<file path="config.mk">
export PLATFORM = sky130hd
export DESIGN_NAME = bitpos_scan
export DESIGN_NICKNAME = d
export VERILOG_FILES = /design/src/rtl/bitpos_pkg.sv /design/src/rtl/bitpos_prio.sv /design/src/rtl/bitpos_scan.sv
export SDC_FILE = /design/constraint.sdc
export NUM_CORES = 1
export LEC_CHECK = 0
export ABC_AREA = 1
export BUFFER_PORTS_ARGS = -buffer_cell sky130_fd_sc_hd__clkbuf_2
export CAP_MARGIN = 30
export CORE_UTILIZATION = 61
export DETAILED_ROUTE_END_ITERATION = 8
export HOLD_SLACK_MARGIN = 0.02
export PLACE_DENSITY = 0.85
export SYNTH_ARGS = -nofsm -noshare
export SYNTH_HDL_FRONTEND = slang
export SYNTH_SLANG_ARGS = --single-unit
</file>
<file path="constraint.sdc">
create_clock -name clk -period 2.7 [get_ports clk]
set_input_delay 0.27 -clock clk [delete_from_list [all_inputs] [get_ports clk]]
set_output_delay 0.27 -clock clk [all_outputs]
set_load 0.05 [all_outputs]
</file>
<file path="src/rtl/bitpos_pkg.sv">
// ----------------------------------------------------------------------------
// bitpos_pkg
//
// Purpose:
//     Shared definitions for the sequential bit-position scanner: the
//     scanner state encoding, a clog2 helper usable in parameter
//     expressions, and a population-count function that works for any
//     word width up to POPCOUNT_MAX_W.
//
// Contents:
//     state_t         IDLE (waiting for a word) / SCAN (emitting positions)
//     POPCOUNT_MAX_W  widest word popcount() can count
//     clog2()         ceiling log2, constant-foldable
//     popcount()      number of set bits in the low 'width' bits of a word
// ----------------------------------------------------------------------------
package bitpos_pkg;

    typedef enum logic {
        IDLE = 1'b0,
        SCAN = 1'b1
    } state_t;

    localparam int POPCOUNT_MAX_W = 256;

    // Ceiling log2 written as a bounded loop so it folds to a constant
    // when used in parameter and port-width expressions. Returns 0 for
    // values of 0 or 1.
    function automatic int clog2(input int value);
        int result;
        result = 0;
        for (int i = 0; i < 31; i++) begin
            if ((1 << i) < value) begin
                result = i + 1;
            end
        end
        return result;
    endfunction

    // Counts the set bits in the low 'width' bits of a word. Callers
    // zero-extend their word to POPCOUNT_MAX_W bits and pass their real
    // width, so one function serves every instance width.
    function automatic int unsigned popcount(
        input logic [POPCOUNT_MAX_W-1:0] value,
        input int                        width
    );
        int unsigned count;
        count = 0;
        for (int i = 0; i < POPCOUNT_MAX_W; i++) begin
            if ((i < width) && value[i]) begin
                count = count + 1;
            end
        end
        return count;
    endfunction

endpackage

</file>
<file path="src/rtl/bitpos_prio.sv">
// ----------------------------------------------------------------------------
// bitpos_prio
//
// Purpose:
//     Combinational priority encoder. Reports the index of the
//     highest-priority set bit of 'mask'. The lowest set bit wins when
//     MSB_FIRST is 0, and the highest set bit wins when MSB_FIRST is 1.
//     This is the general form of a one-hot encoder: any number of bits
//     may be set. An all-zero mask reports position 0, so the output is
//     never X.
//
// Parameters:
//     WIDTH      mask width (at least 2)
//     MSB_FIRST  0 = lowest set bit wins, 1 = highest set bit wins
//
// Ports:
//     mask      in   WIDTH   bits still to be reported
//     position  out  POS_W   index of the winning set bit (0 if mask is 0)
//     one_left  out  1       exactly one bit of mask is set
// ----------------------------------------------------------------------------
module bitpos_prio
    import bitpos_pkg::*;
#(
    parameter  int WIDTH     = 8,
    parameter  int MSB_FIRST = 0,
    localparam int POS_W     = clog2(WIDTH)
) (
    input  logic [WIDTH-1:0] mask,
    output logic [POS_W-1:0] position,
    output logic             one_left
);

    generate
        if (MSB_FIRST != 0) begin : g_msb_first
            // Walk upward so the last hit, which is the highest set bit,
            // overwrites any earlier ones.
            always_comb begin
                position = '0;
                for (int i = 0; i < WIDTH; i++) begin
                    if (mask[i]) begin
                        position = POS_W'(i);
                    end
                end
            end
        end else begin : g_lsb_first
            // Walk downward so the last hit, which is the lowest set bit,
            // overwrites any earlier ones.
            always_comb begin
                position = '0;
                for (int i = WIDTH - 1; i >= 0; i--) begin
                    if (mask[i]) begin
                        position = POS_W'(i);
                    end
                end
            end
        end
    endgenerate

    // Clearing the lowest set bit of a word with exactly one bit set
    // leaves zero. This gives a "single bit left" flag without a full
    // popcount.
    assign one_left = (mask != '0) && ((mask & (mask - WIDTH'(1))) == '0);

endmodule

</file>
<file path="src/rtl/bitpos_scan.sv">
// ----------------------------------------------------------------------------
// bitpos_scan
//
// Purpose:
//     Sequential bit-position scanner. It accepts a WIDTH-bit word on a
//     valid/ready handshake and then emits the index of each set bit, one
//     per accepted output beat, in LSB-first or MSB-first order. The final
//     position of each word is flagged with out_last. The word's popcount
//     is held on bit_count. When an all-zero word is accepted, no beats are
//     produced and zero_seen pulses for one cycle instead.
//
// Parameters:
//     WIDTH      input word width (at least 2)
//     MSB_FIRST  0 = scan from bit 0 upward, 1 = scan from bit WIDTH-1 down
//     POS_W      derived width of bit_position
//
// Ports:
//     clk            in   1        rising-edge clock
//     rst_n          in   1        asynchronous active-low reset
//     in_valid       in   1        binary_number is valid
//     in_ready       out  1        a word can be accepted this cycle
//     binary_number  in   WIDTH    word to scan
//     out_valid      out  1        bit_position is valid
//     out_ready      in   1        consumer takes the current position
//     bit_position   out  POS_W    index of the current set bit
//     out_last       out  1        current position is the word's final one
//     bit_count      out  POS_W+1  popcount of the word being scanned
//     zero_seen      out  1        pulse: an all-zero word was accepted
// ----------------------------------------------------------------------------
module bitpos_scan
    import bitpos_pkg::*;
#(
    parameter  int WIDTH     = 8,
    parameter  int MSB_FIRST = 0,
    localparam int POS_W     = clog2(WIDTH)
) (
    input  logic             clk,
    input  logic             rst_n,
    input  logic             in_valid,
    output logic             in_ready,
    input  logic [WIDTH-1:0] binary_number,
    output logic             out_valid,
    input  logic             out_ready,
    output logic [POS_W-1:0] bit_position,
    output logic             out_last,
    output logic [POS_W:0]   bit_count,
    output logic             zero_seen
);

    state_t           r_state;
    logic [WIDTH-1:0] r_mask;
    logic [POS_W:0]   r_count;
    logic             r_zero_seen;

    logic [POS_W-1:0] w_position;
    logic             w_one_left;
    logic             w_accept;
    logic             w_pop;
    logic [WIDTH-1:0] w_clear;
    logic [POS_W:0]   w_word_popcount;

    // The priority encoder sees only the mask register, so bit_position
    // and out_last never depend combinationally on the input side.
    bitpos_prio #(
        .WIDTH     (WIDTH),
        .MSB_FIRST (MSB_FIRST)
    ) u_prio (
        .mask     (r_mask),
        .position (w_position),
        .one_left (w_one_left)
    );

    // A new word may be taken while idle, or on the edge that consumes the
    // last beat of the current word. The second case uses the
    // combinational out_ready -> in_ready path, so consecutive words run
    // with no idle cycle between them.
    assign out_valid = (r_state == SCAN);
    assign out_last  = out_valid && w_one_left;
    assign in_ready  = (r_state == IDLE) || (out_last && out_ready);

    assign w_accept  = in_valid && in_ready;
    assign w_pop     = out_valid && out_ready;

    // One-hot of the bit being reported; it is removed from the mask when
    // the consumer takes the beat.
    assign w_clear   = WIDTH'(1) << w_position;

    // The word is zero-extended to the package's maximum width so a single
    // popcount function serves any WIDTH.
    assign w_word_popcount =
        (POS_W + 1)'(popcount(POPCOUNT_MAX_W'(binary_number), WIDTH));

    assign bit_position = w_position;
    assign bit_count    = r_count;
    assign zero_seen    = r_zero_seen;

    // Scanner state, mask, popcount and zero-word pulse.
    //
    // Accepting a word has priority over the last-beat pop. On a
    // back-to-back edge the old mask is replaced outright by the new word,
    // so it never needs clearing separately.
    //
    // An all-zero word has nothing to emit. It leaves the block idle, loads
    // a count of zero and raises zero_seen for the following cycle only.
    //
    // While the consumer stalls, neither branch fires, so the mask and the
    // count hold their values.
    always_ff @(posedge clk or negedge rst_n) begin
        if (!rst_n) begin
            r_state     <= IDLE;
            r_mask      <= '0;
            r_count     <= '0;
            r_zero_seen <= 1'b0;
        end else begin
            r_zero_seen <= 1'b0;
            if (w_accept) begin
                r_mask      <= binary_number;
                r_count     <= w_word_popcount;
                r_zero_seen <= (binary_number == '0);
                r_state     <= (binary_number == '0) ? IDLE : SCAN;
            end else if (w_pop) begin
                r_mask <= r_mask & ~w_clear;
                if (w_one_left) begin
                    r_state <= IDLE;
                end
            end
        end
    end

endmodule

</file>
==> flow_summary.ini <==
[pwr]
leakage_nw = 1.05
swShare = 0.608
powerDensity_mw_per_mm2 = 1000
p_total_mw = 1.89
peakVddDrop_uv = 1180
netSwitchingPower_mw = 1.15
seqPwrFrac = 0.186
p_int_mw = 0.740
clock_power_share = 0.063
p_comb_frac = 0.751

[floorplanning]
die_area_sq_mm = 0.00270
ios = 23
coreArea_sq_mm = 0.00228
rows = 17
start_util = 0.668
die_w_microns = 51.9
dieHeight_microns = 51.9

[synth]
synth_edf_count = 0
syn_avg_cell_area_sq_um = 6.45
async_flop_share = 1.00
ys_seq_area_frac = 0.230
synth_cell_types = 35
synth_fp_nets = 256
ys.warnings.count = 0
syn_inst = 236
synthFlopType = dfrtp_1
netlist_area_sq_mm = 0.00152
ys_ff_latch = 14

[min_path]
hold_path_class = in2reg

[clocking]
cts_tree = built
clock_path_buffers = 2
clock_latency_ns = 0.28
htree_levels = 1
clk_pin_slew_ns = 0.08
numCtsBuffers = 3
clockRootBuffer = clkbuf_4
clock_sinks = 14

[layout]
post-route-util = 0.828
drive_above_1_share = 0.343
layout_common_cells = nand2_1, inv_1, clkbuf_2, buf_4, nand3_1
multi_input_area_sq_mm = 0.00107
final_common_cell = nand2_1
finalInstanceArea_sq_mm = 0.00189
diodes = 0
fill_cells = 163
seq_area_sq_um = 350
area_delta_synth_final_pct = 23.9
final_nets = 299

[worst_setup_path]
worstSetupPathType = in2reg
critPathLaunchType = input port
arrival_ns = 2.76
required_ns = 2.88
cp-end-kind = flop
worstPathMaxFanout = 4

[run_status]
outcome = complete, no violations

[detailed_routing]
wl_per_cell_microns = 12.7
first_pass_iters = 4
detail-route-antenna-nets = 0
drcViolationCount = 0
viasPerCell = 5.50
vias = 1677
drtIter0Drc = 43
routed_wl_microns = 3870

[place]
io_buffers = 22
dp_hpwl_microns = 2770
gp_congestion = 0.806
placed_area_sq_mm = 0.00178

[global_route]
grt_max_degree = 19
grt_first_pass_wirelength_microns = 5820
overflow = 0
antenna_found_initial = 0
grt_pass1_vias = 1448
grtUsageTotal = 0.284

[sta]
fmaxAchievable_ghz = 0.388
maxSlewViolCount = 0
fin_crit_ns = 2.58
fin_skew_ns = 0.00575
tightestPinTransition_ns = 0.368
hold_slack_ns = 0.256
period_share = 0.955
setup_violations = 0
hold_violations = 0
maxSlewHeadroom = 0.755

[job]
maxCapViolations = 0
[final timing paths]
check / startpoint / end / slack (ns) / cells after the start
max: binary_number[0] / bit_count[3] / 0.12 / 23
min: in_valid / out_valid / 0.26 / 3
max reg2reg: r_mask[1] / r_mask[3] / 0.68 / 11
min reg2reg: bit_count[3] / bit_count[3] / 0.49 / 2
max in group asynchronous: rst_n / bit_count[1] / 2.00 / 2
min in group asynchronous: rst_n / r_mask[7] / 0.43 / 2
[synthesized netlist by cell type, types with 2 or more instances]
master	n	area [sq um]
nand2_1	67	251
dfrtp_1	14	350
nor2_2	2	12.5
a21oi_1	5	25.0
nor2_1	17	63.8
inv_2	6	22.5
nand3_2	5	50.1
inv_1	28	105
nand2_4	5	56.3
nand4_1	3	18.8
buf_6	2	22.5
nand3_1	21	105
ha_1	8	100
nand2_2	12	75.1
o211ai_1	2	15.0
o22ai_1	5	31.3
o21ai_1	4	20.0
o21ai_0	13	65.1
[through the flow]
stage | cells | setup WS [ns] | setup TNS [ns]
CTS | 303 | 0.0261 | 0
global route | 305 | -0.0608 | -0.0608
global placement | 299 | -0.144 | -0.372
floorplan | 236 | 0.0411 | 0
detailed placement | 299 | -0.255 | -0.611
finish | 305 | 0.121 | 0
[power by group through the flow]
stage / clock network, mW / registers, mW / logic [mW]
after detailed placement: 0 / 0.354 / 1.35
after floorplan: 0 / 0.458 / 0.967
final: 0.119 / 0.351 / 1.42
after CTS: 0.117 / 0.350 / 1.36
after global routing: 0.126 / 0.358 / 1.53
after global placement: 0 / 0.350 / 1.32
[per-layer routing]
layer,vias up,share of wire,track usage
li1,848,-,-
met1,774,0.43,0.335
met2,46,0.53,0.521
met3,9,0.028,0.0263
met4,0,0.016,0.108
met5,-,0,0
[sequential cells by signal (all words and copies together) (netlist names)]
| signal | cells |
|---|---|
| out_valid | 1 |
| zero_seen | 1 |
| bit_count | 4 |
| r_mask | 8 |
[critical path, cell delays in order]
cell and delay [ns]:
clkbuf_2 0.12, inv_2 0.06, ha_4 0.26, nand2_4 0.08, inv_1 0.05, nor2_2 0.14
nand2_1 0.09, nand3_2 0.07, nand2_1 0.08, ha_1 0.29, nand2_1 0.08, nand2_1 0.05
nand2_1 0.09, nand3_2 0.12, nand2_4 0.10, ha_4 0.20, or2_2 0.28, nand2_1 0.07
nor2_1 0.04, nand2_1 0.05, nand3_1 0.06, nand3_1 0.07, nand2_1 0.05
[final cells by class]
type / instances / share of cell area
Clock buffer: 3 / 0.0119
Inverter: 35 / 0.0710
Multi-Input combinational cell: 182 / 0.568
Sequential cell: 14 / 0.186
Tap cell: 28 / 0.0186
Timing Repair Buffer: 43 / 0.145
[what timing repair did]
item	CTS	global route
endpoints found under the hold margin	14	0
endpoints found under the setup margin	0	3
gates resized for setup	0	16
hold buffers	1	0
buffers inserted	0	2
[logic make-up (layout without fill, tap and decap cells)]
logic type      after synthesis  after routing  synth area share
compound gates               33             33             0.129
xor+xnor                      1              1           0.00576
fa+ha+maj                     8              8            0.0658
buf+inv                      40             81             0.113
flops                        14             14             0.230
mux                           1              1           0.00740
simple gates                139            139             0.448
(Power assumes the default switching activity.)
